## config.mk

```make
export PLATFORM = sky130hd
export DESIGN_NAME = dft_addr_seq_flat
export DESIGN_NICKNAME = d
export VERILOG_FILES = /design/src/rtl/dft_pkg.sv /design/src/rtl/dft_addr_seq_if.sv /design/src/rtl/mixed_radix_counter.sv /design/src/rtl/dft_addr_seq.sv /design/src/flat_wrapper.sv
export SDC_FILE = /design/constraint.sdc
export NUM_CORES = 2
export LEC_CHECK = 0
export ABC_CLOCK_PERIOD_IN_PS = 13890
export CAP_MARGIN = 40
export CORE_ASPECT_RATIO = 0.6
export CORE_MARGIN = 2
export CORE_UTILIZATION = 50
export DETAILED_ROUTE_END_ITERATION = 10
export PLACE_DENSITY = 0.66
export SLEW_MARGIN = 10
export SYNTH_ARGS = -nofsm -noshare
export SYNTH_HDL_FRONTEND = slang
export SYNTH_SLANG_ARGS = --single-unit
export TNS_END_PERCENT = 1
```

## constraint.sdc

```tcl
create_clock -name clk -period 13.89 [get_ports clk]
set_clock_uncertainty 0.2 [all_clocks]
set_input_delay 1.389 -clock clk [delete_from_list [all_inputs] [get_ports clk]]
set_output_delay 1.389 -clock clk [all_outputs]
set_load 0.01 [all_outputs]
```

## src/rtl/dft_pkg.sv

```systemverilog
// Shared types for the DFT address sequencer: mode encoding, FSM states, default width.
package dft_pkg;

    localparam int unsigned ADDR_W_DEF = 12;

    typedef enum logic [1:0] {
        MODE_LINEAR     = 2'd0,
        MODE_TRANSPOSE2 = 2'd1,
        MODE_REVERSE3   = 2'd2,
        MODE_RSVD       = 2'd3
    } mode_e;

    typedef enum logic [1:0] {
        ST_IDLE = 2'd0,
        ST_LOAD = 2'd1,
        ST_RUN  = 2'd2,
        ST_DONE = 2'd3
    } state_e;

endpackage

```

## src/rtl/dft_addr_seq_if.sv

```systemverilog
// Control and address-stream bundle between a requester and dft_addr_seq.
interface dft_addr_seq_if #(
    parameter int unsigned ADDR_W = dft_pkg::ADDR_W_DEF
) ();

    logic              start;
    logic [ADDR_W-1:0] f0;
    logic [ADDR_W-1:0] f1;
    logic [ADDR_W-1:0] f2;
    logic [1:0]        mode;
    logic              ready;
    logic              addr_valid;
    logic [ADDR_W-1:0] addr;
    logic              last;
    logic              busy;
    logic              done;
    logic              cfg_err;

    modport master (
        output start, f0, f1, f2, mode, ready,
        input  addr_valid, addr, last, busy, done, cfg_err
    );

    modport slave (
        input  start, f0, f1, f2, mode, ready,
        output addr_valid, addr, last, busy, done, cfg_err
    );

endinterface

```

## src/rtl/mixed_radix_counter.sv

```systemverilog
// Three-digit mixed-radix counter; digit 0 is fastest, limit-1 digits carry straight through.
module mixed_radix_counter
    import dft_pkg::*;
#(
    parameter int unsigned ADDR_W = ADDR_W_DEF
) (
    input  logic              clk,
    input  logic              rst,
    input  logic              clr,
    input  logic              advance,
    input  logic [ADDR_W-1:0] lim0,
    input  logic [ADDR_W-1:0] lim1,
    input  logic [ADDR_W-1:0] lim2,
    output logic              carry0_c,
    output logic              carry1_c,
    output logic              wrap_c
);

    logic [ADDR_W-1:0] d0_q;
    logic [ADDR_W-1:0] d1_q;
    logic [ADDR_W-1:0] d2_q;

    // A digit is at its maximum when it equals limit-1; a limit of 1 is always at maximum.
    assign carry0_c = (d0_q == ADDR_W'(lim0 - ADDR_W'(1)));
    assign carry1_c = carry0_c && (d1_q == ADDR_W'(lim1 - ADDR_W'(1)));
    assign wrap_c   = carry1_c && (d2_q == ADDR_W'(lim2 - ADDR_W'(1)));

    always_ff @(posedge clk or posedge rst) begin
        if (rst) begin
            d0_q <= '0;
            d1_q <= '0;
            d2_q <= '0;
        end else if (clr) begin
            d0_q <= '0;
            d1_q <= '0;
            d2_q <= '0;
        end else if (advance) begin
            d0_q <= carry0_c ? '0 : ADDR_W'(d0_q + ADDR_W'(1));
            if (carry0_c) begin
                d1_q <= carry1_c ? '0 : ADDR_W'(d1_q + ADDR_W'(1));
            end
            if (carry1_c) begin
                d2_q <= wrap_c ? '0 : ADDR_W'(d2_q + ADDR_W'(1));
            end
        end
    end

endmodule

```

## src/rtl/dft_addr_seq.sv

```systemverilog
// Mixed-radix DFT address sequencer (LINEAR / TRANSPOSE2 / REVERSE3 orders).
// Optional configuration checking is enabled with macro DFT_ADDR_SEQ_BOUND_CHECK_EN.
module dft_addr_seq
    import dft_pkg::*;
#(
    parameter int unsigned ADDR_W = ADDR_W_DEF
) (
    input  logic          clk,
    input  logic          rst,
    dft_addr_seq_if.slave bus
);

    localparam int unsigned PW2 = 2 * ADDR_W;
    localparam int unsigned PW3 = 3 * ADDR_W;

    state_e            state;
    state_e            state_nx;
    logic [ADDR_W-1:0] f0_q;
    logic [ADDR_W-1:0] f1_q;
    logic [ADDR_W-1:0] f2_q;
    mode_e             mode_q;
    logic [ADDR_W-1:0] s0_q;
    logic [ADDR_W-1:0] s1_q;
    logic [ADDR_W-1:0] s2_q;
    logic [ADDR_W-1:0] base1_q;
    logic [ADDR_W-1:0] base2_q;
    logic [ADDR_W-1:0] addr_q;
    logic [PW3-1:0]    rem_q;
    logic              last_q;
    logic              valid_q;
    logic              busy_q;
    logic              done_q;

    logic [PW2-1:0]    p01_c;
    logic [ADDR_W-1:0] p12_c;
    logic [PW3-1:0]    n_c;
    logic              cfg_bad_c;
    logic              accept_c;
    logic              carry0_c;
    logic              carry1_c;
    logic              wrap_c;

    // Multipliers only feed the LOAD-cycle register updates; RUN uses adders alone.
    assign p01_c = PW2'(f0_q) * PW2'(f1_q);
    assign p12_c = f1_q * f2_q;
    assign n_c   = PW3'(p01_c) * PW3'(f2_q);

    assign accept_c = valid_q && bus.ready;

`ifdef DFT_ADDR_SEQ_BOUND_CHECK_EN
    localparam logic [PW3-1:0] N_MAX = PW3'(1) << ADDR_W;

    logic cfg_err_q;

    assign cfg_bad_c = (f0_q == '0) || (f1_q == '0) || (f2_q == '0) ||
                       (n_c > N_MAX) || (mode_q == MODE_RSVD);

    always_ff @(posedge clk or posedge rst) begin
        if (rst) begin
            cfg_err_q <= 1'b0;
        end else begin
            cfg_err_q <= (state == ST_LOAD) && cfg_bad_c;
        end
    end

    assign bus.cfg_err = cfg_err_q;
`else
    assign cfg_bad_c   = 1'b0;
    assign bus.cfg_err = 1'b0;
`endif

    mixed_radix_counter #(
        .ADDR_W (ADDR_W)
    ) u_cnt (
        .clk      (clk),
        .rst      (rst),
        .clr      (state != ST_RUN),
        .advance  (accept_c),
        .lim0     (f0_q),
        .lim1     (f1_q),
        .lim2     (f2_q),
        .carry0_c (carry0_c),
        .carry1_c (carry1_c),
        .wrap_c   (wrap_c)
    );

    always_ff @(posedge clk or posedge rst) begin
        if (rst) begin
            state <= ST_IDLE;
        end else begin
            state <= state_nx;
        end
    end

    always_comb begin
        state_nx = state;
        case (state)
            ST_IDLE: if (bus.start) state_nx = ST_LOAD;
            ST_LOAD: state_nx = cfg_bad_c ? ST_IDLE : ST_RUN;
            ST_RUN:  if (accept_c && last_q) state_nx = ST_DONE;
            ST_DONE: state_nx = ST_IDLE;
            default: state_nx = ST_IDLE;
        endcase
    end

    // Sequencing datapath: config latch, LOAD-time strides, incremental address in RUN.
    always_ff @(posedge clk or posedge rst) begin
        if (rst) begin
            f0_q    <= '0;
            f1_q    <= '0;
            f2_q    <= '0;
            mode_q  <= MODE_LINEAR;
            s0_q    <= '0;
            s1_q    <= '0;
            s2_q    <= '0;
            base1_q <= '0;
            base2_q <= '0;
            addr_q  <= '0;
            rem_q   <= '0;
            last_q  <= 1'b0;
            valid_q <= 1'b0;
            busy_q  <= 1'b0;
            done_q  <= 1'b0;
        end else begin
            valid_q <= (state_nx == ST_RUN);
            busy_q  <= (state_nx != ST_IDLE);
            done_q  <= (state_nx == ST_DONE);
            case (state)
                ST_IDLE: begin
                    if (bus.start) begin
                        f0_q   <= bus.f0;
                        f1_q   <= bus.f1;
                        f2_q   <= bus.f2;
                        mode_q <= mode_e'(bus.mode);
                    end
                end
                ST_LOAD: begin
                    case (mode_q)
                        MODE_TRANSPOSE2: begin
                            s0_q <= p12_c;
                            s1_q <= ADDR_W'(1);
                            s2_q <= f1_q;
                        end
                        MODE_REVERSE3: begin
                            s0_q <= p12_c;
                            s1_q <= f2_q;
                            s2_q <= ADDR_W'(1);
                        end
                        default: begin
                            s0_q <= ADDR_W'(1);
                            s1_q <= f0_q;
                            s2_q <= ADDR_W'(p01_c);
                        end
                    endcase
                    base1_q <= '0;
                    base2_q <= '0;
                    addr_q  <= '0;
                    rem_q   <= PW3'(n_c - PW3'(1));
                    last_q  <= (n_c == PW3'(1));
                end
                ST_RUN: begin
                    if (accept_c) begin
                        rem_q  <= PW3'(rem_q - PW3'(1));
                        last_q <= (rem_q == PW3'(1));
                        if (!carry0_c) begin
                            addr_q <= ADDR_W'(addr_q + s0_q);
                        end else if (!carry1_c) begin
                            base1_q <= ADDR_W'(base1_q + s1_q);
                            addr_q  <= ADDR_W'(base1_q + s1_q);
                        end else if (!wrap_c) begin
                            base2_q <= ADDR_W'(base2_q + s2_q);
                            base1_q <= ADDR_W'(base2_q + s2_q);
                            addr_q  <= ADDR_W'(base2_q + s2_q);
                        end else begin
                            addr_q <= '0;
                        end
                    end
                end
                default: ;
            endcase
        end
    end

    assign bus.addr_valid = valid_q;
    assign bus.addr       = addr_q;
    assign bus.last       = last_q;
    assign bus.busy       = busy_q;
    assign bus.done       = done_q;

endmodule

```

## src/flat_wrapper.sv

```systemverilog
// flat-port wrapper written by rule: the top's interface ports become plain ports
module dft_addr_seq_flat import dft_pkg::*;
#(
    parameter int unsigned ADDR_W = ADDR_W_DEF
)
  (clk, rst, bus_start, bus_f0, bus_f1, bus_f2, bus_mode, bus_ready, bus_addr_valid, bus_addr, bus_last, bus_busy, bus_done, bus_cfg_err);
  dft_addr_seq_if #(.ADDR_W(ADDR_W)) bus_i ();
  input  logic clk;
  input  logic rst;
  input wire logic [$bits(bus_i.start)-1:0] bus_start;
  input wire logic [$bits(bus_i.f0)-1:0] bus_f0;
  input wire logic [$bits(bus_i.f1)-1:0] bus_f1;
  input wire logic [$bits(bus_i.f2)-1:0] bus_f2;
  input wire logic [$bits(bus_i.mode)-1:0] bus_mode;
  input wire logic [$bits(bus_i.ready)-1:0] bus_ready;
  output wire logic [$bits(bus_i.addr_valid)-1:0] bus_addr_valid;
  output wire logic [$bits(bus_i.addr)-1:0] bus_addr;
  output wire logic [$bits(bus_i.last)-1:0] bus_last;
  output wire logic [$bits(bus_i.busy)-1:0] bus_busy;
  output wire logic [$bits(bus_i.done)-1:0] bus_done;
  output wire logic [$bits(bus_i.cfg_err)-1:0] bus_cfg_err;
  assign bus_i.start = bus_start;
  assign bus_i.f0 = bus_f0;
  assign bus_i.f1 = bus_f1;
  assign bus_i.f2 = bus_f2;
  assign bus_i.mode = bus_mode;
  assign bus_i.ready = bus_ready;
  assign bus_addr_valid = bus_i.addr_valid;
  assign bus_addr = bus_i.addr;
  assign bus_last = bus_i.last;
  assign bus_busy = bus_i.busy;
  assign bus_done = bus_i.done;
  assign bus_cfg_err = bus_i.cfg_err;
  dft_addr_seq #(.ADDR_W(ADDR_W)) u_core (.clk(clk), .rst(rst), .bus(bus_i));
endmodule
```

==> metrics.md <==
| Metric | Value |
|---|---|
| EDFF count, synth | 0 |
| Met1 Use GR | a little over two fifths |
| Clock transition at path regs | around 0.08 ns |
| PortBufs | 57 |
| Register bit total from synthesis | roughly 190 |
| Layer carrying the most global-route usage | met1 |
| Setup bufs post-CTS | 0 |
| Max reg flops | 36 |
| Max clock buf depth | 2 |
| Slew HR | between 30% and 40% |
| Slew Viols, Final | 0 |
| Die W | around 310 µm |
| Fill count | around 5000 |
| Crit path kind | flip-flop to flip-flop |
| Worst stage delay on the critical path | roughly 0.95 ns |
| Most flops, register | u_core.rem_q |
| Crit-path max FO | 20 |
| Via Count | between 20000 and 25000 |
| Max-cap violations | 0 |
| Met2 Track Usage GR | 39.4% |
| Crit-path slowest cell | dfrtp_1 |
| Ranking of synthesized cells by area | fa_1 26%, dfrtp_1 17%, ha_1 9.6%, inv_1 6.3%, nand2_1 6.0% |
| Slew @ Worst Pin | around 0.94 ns |
| Pre-Repair DR Iteration Count | 5 |
| Layout Nets | roughly 3800 |
| GR Layer Usage met3 | 6.28% |
| Final Hold Fails | 0 |
| CTS buffer count | 17 |
| All-Layer GR Usage | 27.6% |
| Worst setup path startpoint | u_core.f0_q[2]$_DFFE_PP0P_ |
| Crit path time final | approximately 12 ns |
| Htree depth | 4 |
| RSZ-0062 raised after global routing | no |
| Register area share after synthesis | 16.8% |
| Number of global-route vias before repair | 23000 |
| Critical Path AT | 12.37 ns |
| Layout area overhead | 6.87% |
| Ys Warns | 0 |
| Worst reg2reg path depth | 42 |
| Worst reg-to-reg setup slack | 1.69 ns |
| Drt drc | 0 |
| Synth cell types | 85 |
| Die height | about 190 µm |
| Synth area leader | fa_1 |
| Largest net degree at the start of global routing | 78 |
| Primary FF master, synth | dfrtp_1 |
| Total grt overflow | 0 |
| Fmax | slightly above 80 MHz |
| Number of DRC markers in iteration 0 | between 2000 and 2500 |
| Avg WL per Cell | around 19 µm |
| Setup crit end | u_core.rem_q[34]$_DFFE_PP0P_ |
| Synthesized net count | 3874 |
| DP HPWL | 58800 µm |
| Synth Cell Area | 28000 µm² |
| Post-synth top cells | 469 x inv_1, 449 x nand2_1, 362 x fa_1 |
| CP Launch Type | flip-flop |
| Worst Path Required | 14.06 ns |
| First-pass GRT wire length | around 130000 µm |
| Asr flop ratio synth | 100% |
| CTS tree | built |
| Reg-to-reg startpoint | u_core.f0_q[2]$_DFFE_PP0P_ |
| CP dominant cell by count | fa_1 |
| Worst Hold Class | flip-flop to flip-flop |
| Cts repair resizes | 0 |
| Post-Syn Instances | approximately 3300 |
| Top Ports | 59 |
| Mean number of vias per cell | between 5 and 6 |
| Outcome | finished, final reports clean |
| Area of the core | about 56000 µm² |
| Layout cells sized above 1 | 5.51% |
| Die area | between 50000 and 60000 µm² |
| Gpl congestion | slightly above 0.9 |
| Final ANT Viol Nets | 0 |
| Initial Util | approximately half |
| Clock Latency Late Sink | ~0.48 ns |
| CTS Sinks | 188 |
| Final total negative setup slack | 0 ns |
| Tcrit/Tclk final | between 80% and 90% |
| CTS root buffer | clkbuf_16 |
| CTS Hold Buffers Added | 0 |
| Crit. End Element | flip-flop |
| Initial antenna violation count | 1 |
| Most frequent cell after synthesis | inv_1 |
| Avg Cell Area, Syn | between 8 and 9 µm² |
| Final setup violation count | 0 |
| Worst flop-to-flop path endpoint | u_core.rem_q[34]$_DFFE_PP0P_ |
| Core Rows | 67 |
| Final wirelength | ~77000 µm |
| Yosys top cell area share | between 20% and 30% |
[worst max-delay path, delay by kind of cell (launching register included)]
family | cells | cell delay [ns]
adder cells (fa/ha/maj) | 12 | 5.30
AO/OA/AOI/OAI | 13 | 3.16
AND/OR/NAND/NOR | 7 | 1.51
flip-flops | 1 | 0.95
buffers and inverters | 7 | 0.52
XOR/XNOR | 3 | 0.45
[worst min path at each step]
stage / start / depth (start not counted) / slack [ns] / endpoint
after floorplan: u_core.base1_q[9]$_DFFE_PP0P_ / 2 / 0.25 / u_core.base1_q[9]$_DFFE_PP0P_
after global placement: u_core.base1_q[10]$_DFFE_PP0P_ / 1 / 0.27 / u_core.base1_q[10]$_DFFE_PP0P_
after detailed placement: u_core.base1_q[2]$_DFFE_PP0P_ / 1 / 0.28 / u_core.base1_q[2]$_DFFE_PP0P_
after CTS: u_core.base1_q[10]$_DFFE_PP0P_ / 1 / 0.29 / u_core.base1_q[10]$_DFFE_PP0P_
after global routing: u_core.base1_q[7]$_DFFE_PP0P_ / 1 / 0.31 / u_core.base1_q[7]$_DFFE_PP0P_
final: u_core.base1_q[10]$_DFFE_PP0P_ / 1 / 0.29 / u_core.base1_q[10]$_DFFE_PP0P_
[layout by cell type, fill, tap and decap left out, drive strengths merged, types with 11 or more instances in the layout]
cell           instances
o21ai                104
nor2                 162
nor2b                 13
a211oi                13
and3                  36
nor3                  48
clkbuf                21
fa                   362
nand3                 55
o21a                  12
xor2                  72
ha                   214
nand4                 15
buf                   59
xnor2                138
mux2i                 23
a22o                  11
nand2b                25
clkdlybuf4s50         57
o22ai                 11
nand2                449
nor4                  26
or2                   11
dfrtp                188
o21bai                17
a21oi                148
and2                 200
inv                  477
a21o                  40
o211ai                12
mux2                  42
a31oi                 14
or3                   12
[logic make-up after synthesis]
kind of cell    count (synthesis)  share of synthesized area (%)
simple gates                 1089                           19.0
buf+inv                       661                           9.00
fa+ha+maj                     576                           35.4
compound gates                466                           10.7
xor+xnor                      210                           6.59
flops                         188                           16.8
mux                            65                           2.51
other cells                     1                         0.0134
[cell type report]
cell class	count	area [µm²]	share of cell area, %
antenna	1	2.50	0.00836
clock buffer	20	447	1.49
clock inverter	12	140	0.468
inverter	469	1770	5.90
multi-input combinational	2407	20800	69.5
sequential	188	4700	15.7
tap	759	950	3.17
timing repair buffer	117	1120	3.75
[through the flow]
stage	cells	hold slack [ns]	setup WS [ns]	instance area [µm²]	utilization, %
6_report	3973	0.292	1.69	29900	53.9
5_1_grt	3972	0.308	0.988	29900	53.9
3_5_place_dp	3937	0.277	1.81	29300	52.7
4_1_cts	3969	0.294	1.68	29900	53.8
3_3_place_gp	3929	0.269	1.84	29200	52.5
2_1_floorplan	3256	0.253	2.80	28000	-
[layer usage]
metal / up-vias / part of all wire [%]
li1: 10300 / -
met1: 11300 / 46
met2: 1071 / 42
met3: 104 / 10
met4: 0 / 1.7
met5: - / 0
Power is left out: the tool's default activity adds up to more than one toggle a clock period on the data nets, which glitch-free logic cannot reach.
